## config.mk

```make
export PLATFORM = sky130hd
export DESIGN_NAME = muldiv_unit
export DESIGN_NICKNAME = d
export VERILOG_FILES = /design/src/rtl/muldiv_unit.sv
export SDC_FILE = /design/constraint.sdc
export NUM_CORES = 1
export LEC_CHECK = 0
export BUFFER_PORTS_ARGS = -buffer_cell sky130_fd_sc_hd__buf_4
export CAP_MARGIN = 25
export CORE_ASPECT_RATIO = 0.7
export CORE_UTILIZATION = 43
export CTS_BUF_LIST = sky130_fd_sc_hd__clkbuf_16
export CTS_CLUSTER_SIZE = 30
export DETAILED_ROUTE_END_ITERATION = 8
export PLACE_DENSITY = 0.66
export SLEW_MARGIN = 20
export SYNTH_ARGS = -nofsm -noshare
export SYNTH_HDL_FRONTEND = slang
export SYNTH_SLANG_ARGS = --single-unit
```

## constraint.sdc

```tcl
create_clock -name clk -period 5.8 [get_ports clk]
set_input_delay 1.16 -clock clk [delete_from_list [all_inputs] [get_ports clk]]
set_output_delay 1.16 -clock clk [all_outputs]
set_load 0.005 [all_outputs]
```

## src/rtl/muldiv_unit.sv

```systemverilog
// Iterative RV32M multiply/divide unit.
// Shift-add multiply, restoring divide, start/busy/done handshake.
module muldiv_unit #(
  parameter int DATA_W = 32
) (
  input  logic              clk,
  input  logic              reset,
  input  logic              start,
  input  logic              flush,
  input  logic [2:0]        funct3,
  input  logic [DATA_W-1:0] op_a,
  input  logic [DATA_W-1:0] op_b,
  output logic              busy,
  output logic              done,
  output logic [DATA_W-1:0] result
);

  localparam int CW = $clog2(DATA_W);
  localparam int W2 = 2 * DATA_W;

  typedef enum logic [1:0] {
    S_IDLE,
    S_CALC,
    S_FIX,
    S_DONE
  } state_t;

  state_t              r_state;
  state_t              w_next;
  logic [CW-1:0]       r_cnt;
  logic [2:0]          r_op;
  logic [DATA_W-1:0]   r_opnd;
  logic [W2-1:0]       r_prod;
  logic                r_neg_prod;
  logic                r_neg_rem;
  logic [DATA_W-1:0]   r_result;

  logic                w_accept;
  logic                w_is_div;
  logic                w_sgn_a;
  logic                w_sgn_b;
  logic                w_sa;
  logic                w_sb;
  logic [DATA_W-1:0]   w_abs_a;
  logic [DATA_W-1:0]   w_abs_b;
  logic [DATA_W-1:0]   w_min;
  logic                w_dz;
  logic                w_ovf;
  logic                w_special;
  logic [DATA_W-1:0]   w_spec_res;
  logic                w_last;
  logic [DATA_W:0]     w_msum;
  logic [DATA_W:0]     w_dsh;
  logic [DATA_W+1:0]   w_ddiff;
  logic                w_dok;
  logic [W2-1:0]       w_mul_nxt;
  logic [W2-1:0]       w_div_nxt;
  logic [W2-1:0]       w_prod_s;
  logic [DATA_W-1:0]   w_quo;
  logic [DATA_W-1:0]   w_rem;
  logic [DATA_W-1:0]   w_fix_res;

  assign w_accept  = (r_state == S_IDLE) && start;
  assign w_is_div  = funct3[2];
  assign w_sgn_a   = funct3[2] ? ~funct3[0]
                   : (funct3[1] ^ funct3[0]);
  assign w_sgn_b   = funct3[2] ? ~funct3[0]
                   : (funct3[1:0] == 2'b01);
  assign w_sa      = w_sgn_a & op_a[DATA_W-1];
  assign w_sb      = w_sgn_b & op_b[DATA_W-1];
  assign w_abs_a   = w_sa ? -op_a : op_a;
  assign w_abs_b   = w_sb ? -op_b : op_b;
  assign w_min     = {1'b1, {(DATA_W-1){1'b0}}};
  assign w_dz      = w_is_div && (op_b == '0);
  assign w_ovf     = w_is_div && !funct3[0]
                   && (op_a == w_min)
                   && (op_b == '1);
  assign w_special = w_dz | w_ovf;
  assign w_last    = (r_cnt == CW'(DATA_W - 1));

  // Divide-by-zero and signed overflow answers
  always_comb begin
    w_spec_res = op_a;
    if (w_dz) begin
      w_spec_res = funct3[1] ? op_a : '1;
    end else begin
      w_spec_res = funct3[1] ? '0 : op_a;
    end
  end

  assign w_msum = {1'b0, r_prod[W2-1:DATA_W]}
                + (r_prod[0] ? {1'b0, r_opnd}
                             : '0);
  assign w_mul_nxt = {w_msum, r_prod[DATA_W-1:1]};

  assign w_dsh   = r_prod[W2-1:DATA_W-1];
  assign w_ddiff = {1'b0, w_dsh} - {2'b00, r_opnd};
  assign w_dok   = ~w_ddiff[DATA_W+1];
  assign w_div_nxt = {
    w_dok ? w_ddiff[DATA_W-1:0] : w_dsh[DATA_W-1:0],
    r_prod[DATA_W-2:0],
    w_dok
  };

  assign w_prod_s = r_neg_prod ? -r_prod : r_prod;
  assign w_quo = r_neg_prod ? -r_prod[DATA_W-1:0]
                            : r_prod[DATA_W-1:0];
  assign w_rem = r_neg_rem ? -r_prod[W2-1:DATA_W]
                           : r_prod[W2-1:DATA_W];

  // Final sign fix and half/quotient/remainder select
  always_comb begin
    w_fix_res = '0;
    unique case (1'b1)
      (r_op == 3'b000): w_fix_res = w_prod_s[DATA_W-1:0];
      (r_op[2] == 1'b0 && r_op != 3'b000):
        w_fix_res = w_prod_s[W2-1:DATA_W];
      (r_op[2:1] == 2'b10): w_fix_res = w_quo;
      (r_op[2:1] == 2'b11): w_fix_res = w_rem;
      default: w_fix_res = '0;
    endcase
  end

  // Next-state logic; flush wins over everything
  always_comb begin
    w_next = r_state;
    unique case (r_state)
      S_IDLE: if (start) w_next = w_special ? S_DONE : S_CALC;
      S_CALC: if (w_last) w_next = S_FIX;
      S_FIX:  w_next = S_DONE;
      S_DONE: w_next = S_IDLE;
      default: w_next = S_IDLE;
    endcase
    if (flush) w_next = S_IDLE;
  end

  // State register
  always_ff @(posedge clk or negedge reset) begin
    if (!reset) r_state <= S_IDLE;
    else        r_state <= w_next;
  end

  // Operand latch, iteration datapath and result register
  always_ff @(posedge clk or negedge reset) begin
    if (!reset) begin
      r_cnt      <= '0;
      r_op       <= '0;
      r_opnd     <= '0;
      r_prod     <= '0;
      r_neg_prod <= 1'b0;
      r_neg_rem  <= 1'b0;
      r_result   <= '0;
    end else if (!flush) begin
      if (w_accept) begin
        r_op       <= funct3;
        r_cnt      <= '0;
        r_neg_prod <= w_sa ^ w_sb;
        r_neg_rem  <= w_sa;
        r_opnd     <= w_is_div ? w_abs_b : w_abs_a;
        r_prod     <= {{DATA_W{1'b0}},
                       w_is_div ? w_abs_a : w_abs_b};
        if (w_special) r_result <= w_spec_res;
      end else if (r_state == S_CALC) begin
        r_cnt  <= r_cnt + 1'b1;
        r_prod <= r_op[2] ? w_div_nxt : w_mul_nxt;
      end else if (r_state == S_FIX) begin
        r_result <= w_fix_res;
      end
    end
  end

  assign busy   = (r_state != S_IDLE);
  assign done   = (r_state == S_DONE);
  assign result = r_result;

endmodule

```

==> After elaboration in Yosys (flattened, before gate mapping) <==
Index checks and enable logic that the tools add are counted.
W data, S select, Z words.
{ "totals": {"ff_bits": 140, "inputBits": 71} }
{ "op_classes": {"eq_ne": 13, "reduce_logical": 18, "muxes": 29, "add_sub_neg": 8, "bitwise_logic": 9} }
{ "op_table": {"columns": ["cell", "count"], "rows": [
  ["$mux W32", 15],
  ["$mux W64", 4],
  ["$neg A32 Y32", 4],
  ["$pmux W32 S4", 1],
  ["$eq A32 B32 Y1 const B", 2],
  ["$neg A64 Y64", 1],
  ["$sub A33 B32 Y34", 1],
  ["$add A32 B32 Y33", 1],
  ["$logic_not A32 Y1", 1],
  ["$mux W5", 2],
  ["$eq A2 B2 Y1 const B", 4],
  ["$mux W2", 4],
  ["$pmux W2 S4", 1],
  ["$logic_and A1 B1 Y1", 6],
  ["$ne A3 B3 Y1 const B", 2],
  ["$reduce_and A2 Y1", 3],
  ["$reduce_bool A2 Y1", 3],
  ["$add A5 B1 Y5 const B", 1],
  ["$eq A5 B5 Y1 const B", 1],
  ["$eq A2 B1 Y1 const B", 2],
  ["$not A1 Y1", 4],
  ["$reduce_and A4 Y1", 1],
  ["$logic_not A3 Y1", 1],
  ["$reduce_bool A3 Y1", 1],
  ["8 further kinds", 11]
]} }

==> Depth between registers and ports, before layout <==
{ "depth": {"depth_word": 9, "ltp_mapped": 14, "mapped_depth_nobuf": 13} }

==> Worst setup path after synthesis <==
OpenSTA, ideal clock, no wires.
{ "synth_path": {"path_kind": "input to register", "start": "in op_b[23]", "end": "reg r_result[30] (netlist: result[30])", "path_buffers": 2, "slack_ps": 2329, "cell_stages": 10, "setup_time_ps": 95, "arrival_time_ps": 3375, "cell_sequence": "or4_4 or3_1 or3_4 nor3_4 buf_6 buf_6 nand2_2 a2111oi_2 a21oi_1 o31ai_1"} }
{ "synth_via": {"elab_chain_cells": 5, "word_cells_on_any_way": 10} }
{ "synth_lines": {"columns": ["item", "line", "rtl"], "rows": [
  ["from (decl)", "12", "input logic [DATA_W-1:0] op_b,"],
  ["$eq A32 B32 Y1 / $logic_not A32 Y1 (equally long branches)", "77, 74", null],
  ["$logic_and A1 B1 Y1 (on tied branches)", "77, 74", null],
  ["$or A1 B1 Y1 / $mux W32 (equally long branches)", "78, 84", null],
  ["$ne A2 B1 Y1 (no line) / $mux W32 (equally long branches)", null, null],
  ["$reduce_and A4 Y1 (no line) / $mux W32 (equally long branches)", null, null],
  ["to (signal assigned)", "162", "if (w_special) r_result <= w_spec_res;"],
  ["to (signal assigned)", "167", "r_result <= w_fix_res;"],
  ["to (decl)", "36", "logic [DATA_W-1:0] r_result;"]
]} }
Several ways; a longest one is shown, not always the timed one. The select of a mux whose other input is x is not followed.
A chain may end at the register's enable or synchronous reset.

==> Worst setup path after layout <==
{ "layout_path": {"start": "reg r_prod[6]", "end": "reg r_result[7] (netlist: result[7])"} }
{ "layout_via": {"elab_chain_cells": 6, "word_cells_on_any_way": 8} }
{ "layout_lines": {"columns": ["item", "line", "rtl"], "rows": [
  ["from (decl)", "33", "logic [W2-1:0] r_prod;"],
  ["from (signal assigned)", "160", "r_prod <= {{DATA_W{1'b0}},"],
  ["from (signal assigned)", "165", "r_prod <= r_op[2] ? w_div_nxt : w_mul_nxt;"],
  ["$neg A64 Y64 / $neg A32 Y32 (equally long branches)", "105, 106", null],
  ["$mux W64 / $mux W32 (equally long branches)", "105, 106", null],
  ["$pmux W32 S4 *", "114", "unique case (1'b1)"],
  ["$mux W32 *", "166", "end else if (r_state == S_FIX) begin"],
  ["$mux W32 *", "163", "end else if (r_state == S_CALC) begin"],
  ["$mux W32 *", "154", "if (w_accept) begin"]
]} }
Every way passes the cells marked *; elsewhere a longest branch is shown, timed or not. The select of a mux whose other input is x is not followed.

==> summary.md <==
| Metric | Value |
|---|---|
| Status | finished, final reports clean |
| Row cnt | 57 |
| Crit. End Element | flop |
| Mapped Area | 0.01546 mm^2 |
| Hold path cells | 2 |
| Register area share after synthesis | 0.2266 |
| Port bufs | 104 |
| Area of the multi-input gates | 0.01111 mm^2 |
| Final Cycle Share | 0.7223 |
| Net Count, Synth | 2242 |
| CP arrival | 4.49 ns |
| R2R setup slack | 1.61 ns |
| Largest net degree at the start of global routing | 96 |
| Post-CTS Resized | 0 |
| Max-cap violations | 0 |
| Final Non-Filler Cells | 2575 |
| GRT Util Overall | 0.3204 |
| HP Start | result[22] |
| Vias in the first global route | 14.78k |
| Syn Inst Count | 2091 |
| Final setup viols | 0 |
| Layout Nets | 2242 |
| #FFs+latches synth | 140 |
| H-tree depth | 4 |
| Root buf cell | clkbuf_16 |
| Power per cell area | 632.8 mW/mm^2 |
| Remaining global-route overflow | 0 |
| Worst Path Required | 6.10 ns |
| DIE AREA | 0.03673 mm^2 |
| Worst setup SP type | flop |
| Most common cell after layout, fill and taps aside | nand2_1 |
| Placed cells | 2542 |
| Clock transition at path regs | 0.06 ns |
| Async SR Flop Fraction | 1.000 |
| Ant. Diodes | 0 |
| CTS tree | built |
| Crit path kind | reg2reg |
| Syn Area/Cell | 7.394 um^2 |
| DRC viols | 0 |
| Dpl cell area | 0.01644 mm^2 |
| Reg2reg start | r_prod[6] |
| Wirelength per Cell | 23.27 um |
| Clock Skew | 0.008924 ns |
| Die Span Y | 160.7 um |
| First-pass GRT wire length | 90.14 mm |
| Io pins | 105 |
| Worst hold path class | reg2reg |
| Post-CTS Hold Fix Bufs | 0 |
| Main flop type after synthesis | dfrtp_1 |
| Slew headroom | 0.2690 |
| Post-synth EDFFs | 0 |
| Post-route antenna net violation count | 0 |
| Fillers | 3467 |
| Fin Setup TNS | 0 ns |
| Commonest cells after routing, fill and taps aside | nand2_1 (250), o21ai_0 (206), nor2_1 (188) |
| Least-Margin Pin Slew | 1.097 ns |
| RSZ-0062 raised after global routing | false |
| FMAX | 238.7 MHz |
| Final hold violation count | 0 |
| Reg2reg path depth | 9 |
| Worst skew pair latency | 0.45 ns |
| P&R area growth vs syn | 10.33% |
| Post-CTS setup buffers | 0 |
| Core Box Area | 0.03502 mm^2 |
| Layout cells sized above 1 | 0.1037 |
| WL final | 59.92 mm |
| Final Max Slew Viols | 0 |
| Hold path endpoint | result[22] |
| Worst r2r dst | result[7] |
| Design Power | 10.79 mW |
| Yosys warnings | 0 |
| Drt via density | 6.423 |
| Initial Util | 0.4415 |
| Drt initial violations | 2141 |
| Clock period minus worst slack | 4.189 ns |
| CTS Sinks | 140 |
| Sequential cell area | 0.003506 mm^2 |
| Bufs on Longest Clock Path | 2 |
| P_leak | 7.206 nW |
| DP Wirelength | 46.41 mm |
| First-pass iteration count of the detailed router | 9 |
| Crit path max fanout | 7 |
| Peak VDD IR | 0.3852 mV |
| Design Area, Final | 0.01706 mm^2 |
| Vias | 16.54k |
| Die X-Extent | 228.6 um |
| Netlist cell types | 91 |
| Cts bufs inserted | 17 |
| Gp weighted congestion | 1.041 |
| Initial antenna violation count | 0 |
==> report_power, final <==
group          total [mW]  switching [mW]  internal [mW]
sequential           2.06           0.670           1.39
combinational        7.59            4.79           2.80
clock                1.14           0.474          0.667
total                10.8            5.94           4.86
==> state kept, by name, summed over array words and instances, names as in the netlist <==
name / cells
r_neg_rem: 1
r_prod: 64
r_state: 2
r_op: 3
result: 32
r_opnd: 32
r_neg_prod: 1
r_cnt: 5
==> per-layer routing <==
metal | global-route usage | vias up | wire [um]
met5 | 0.01042 | - | 52
met1 | 0.4701 | 7933 | 27170
met2 | 0.4331 | 915 | 23800
met4 | 0.09060 | 2 | 1428
li1 | - | 7603 | -
met3 | 0.1120 | 87 | 7464
==> synth_stat cells (22+ instances only) <==
cell        n  area [um^2]
nand2_1   251        942.2
o21ai_0   206         1031
nor2_1    189        709.4
a21oi_1   176        880.8
dfrtp_1   140         3503
clkbuf_1  122        457.9
xnor2_1    85        744.5
xor2_1     84        735.7
ha_1       78        975.9
inv_1      69        259.0
nor3_1     68        340.3
mux2i_1    48        480.5
o31ai_1    33        247.7
a21o_1     32        240.2
a211oi_1   30        225.2
nand3_1    30        150.1
o41ai_1    27        236.5
o221ai_1   23        201.4
o211ai_1   22        165.2
==> stage by stage <==
| step | utilization | hold slack [ns] | worst slack (ns) |
|---|---|---|---|
| 6_report | 0.4872 | 0.4764 | 1.611 |
| 5_1_grt | 0.4872 | 0.5072 | 1.440 |
| 4_1_cts | 0.4862 | 0.4829 | 1.411 |
| 3_5_place_dp | 0.4696 | 0.4683 | 1.437 |
| 3_3_place_gp | 0.4696 | 0.4626 | 1.562 |
| 2_1_floorplan | - | 0.4467 | 2.329 |
==> how the worst max path moves through the flow <==
stage / startpoint / endpoint / slack (ns)
finish: r_prod[6] / result[7] / 1.61
global placement: funct3[2] / r_prod[21] / 1.56
detailed placement: r_prod[39] / r_prod[58] / 1.44
CTS: r_prod[39] / r_prod[58] / 1.41
global route: r_prod[39] / r_prod[63] / 1.44
floorplan: op_b[23] / result[30] / 2.33
==> logic make-up (layout without fill, tap and decap cells) <==
| kind of cell | after synthesis | after routing | synth area share |
|---|---|---|---|
| multiplexers | 57 | 57 | 0.03763 |
| buffers and inverters | 220 | 232 | 0.05689 |
| adder cells (fa/ha/maj) | 95 | 95 | 0.07542 |
| XOR/XNOR | 169 | 169 | 0.09574 |
| AO/OA/AOI/OAI | 700 | 700 | 0.2878 |
| flip-flops | 140 | 140 | 0.2266 |
| AND/OR/NAND/NOR | 710 | 710 | 0.2200 |
==> final cells by class <==
| class | count | area share |
|---|---|---|
| clock inverters | 14 | 0.009168 |
| inverters | 70 | 0.01540 |
| clock buffers | 17 | 0.02494 |
| well taps | 472 | 0.03462 |
| multi-input cells | 1731 | 0.6510 |
| flip-flops and latches | 140 | 0.2055 |
| repair buffers | 131 | 0.05934 |
==> critical path: stages, from the launching register on <==
cell      delay (ns)
dfrtp_1         0.45
or4_1           0.73
nor4_4          0.53
nand4_1         0.27
nor4_1          0.60
nor2b_1         0.23
nor2_1          0.15
a31oi_1         0.06
a221oi_1        0.93
o41ai_2         0.09
(Power assumes the default switching activity.)
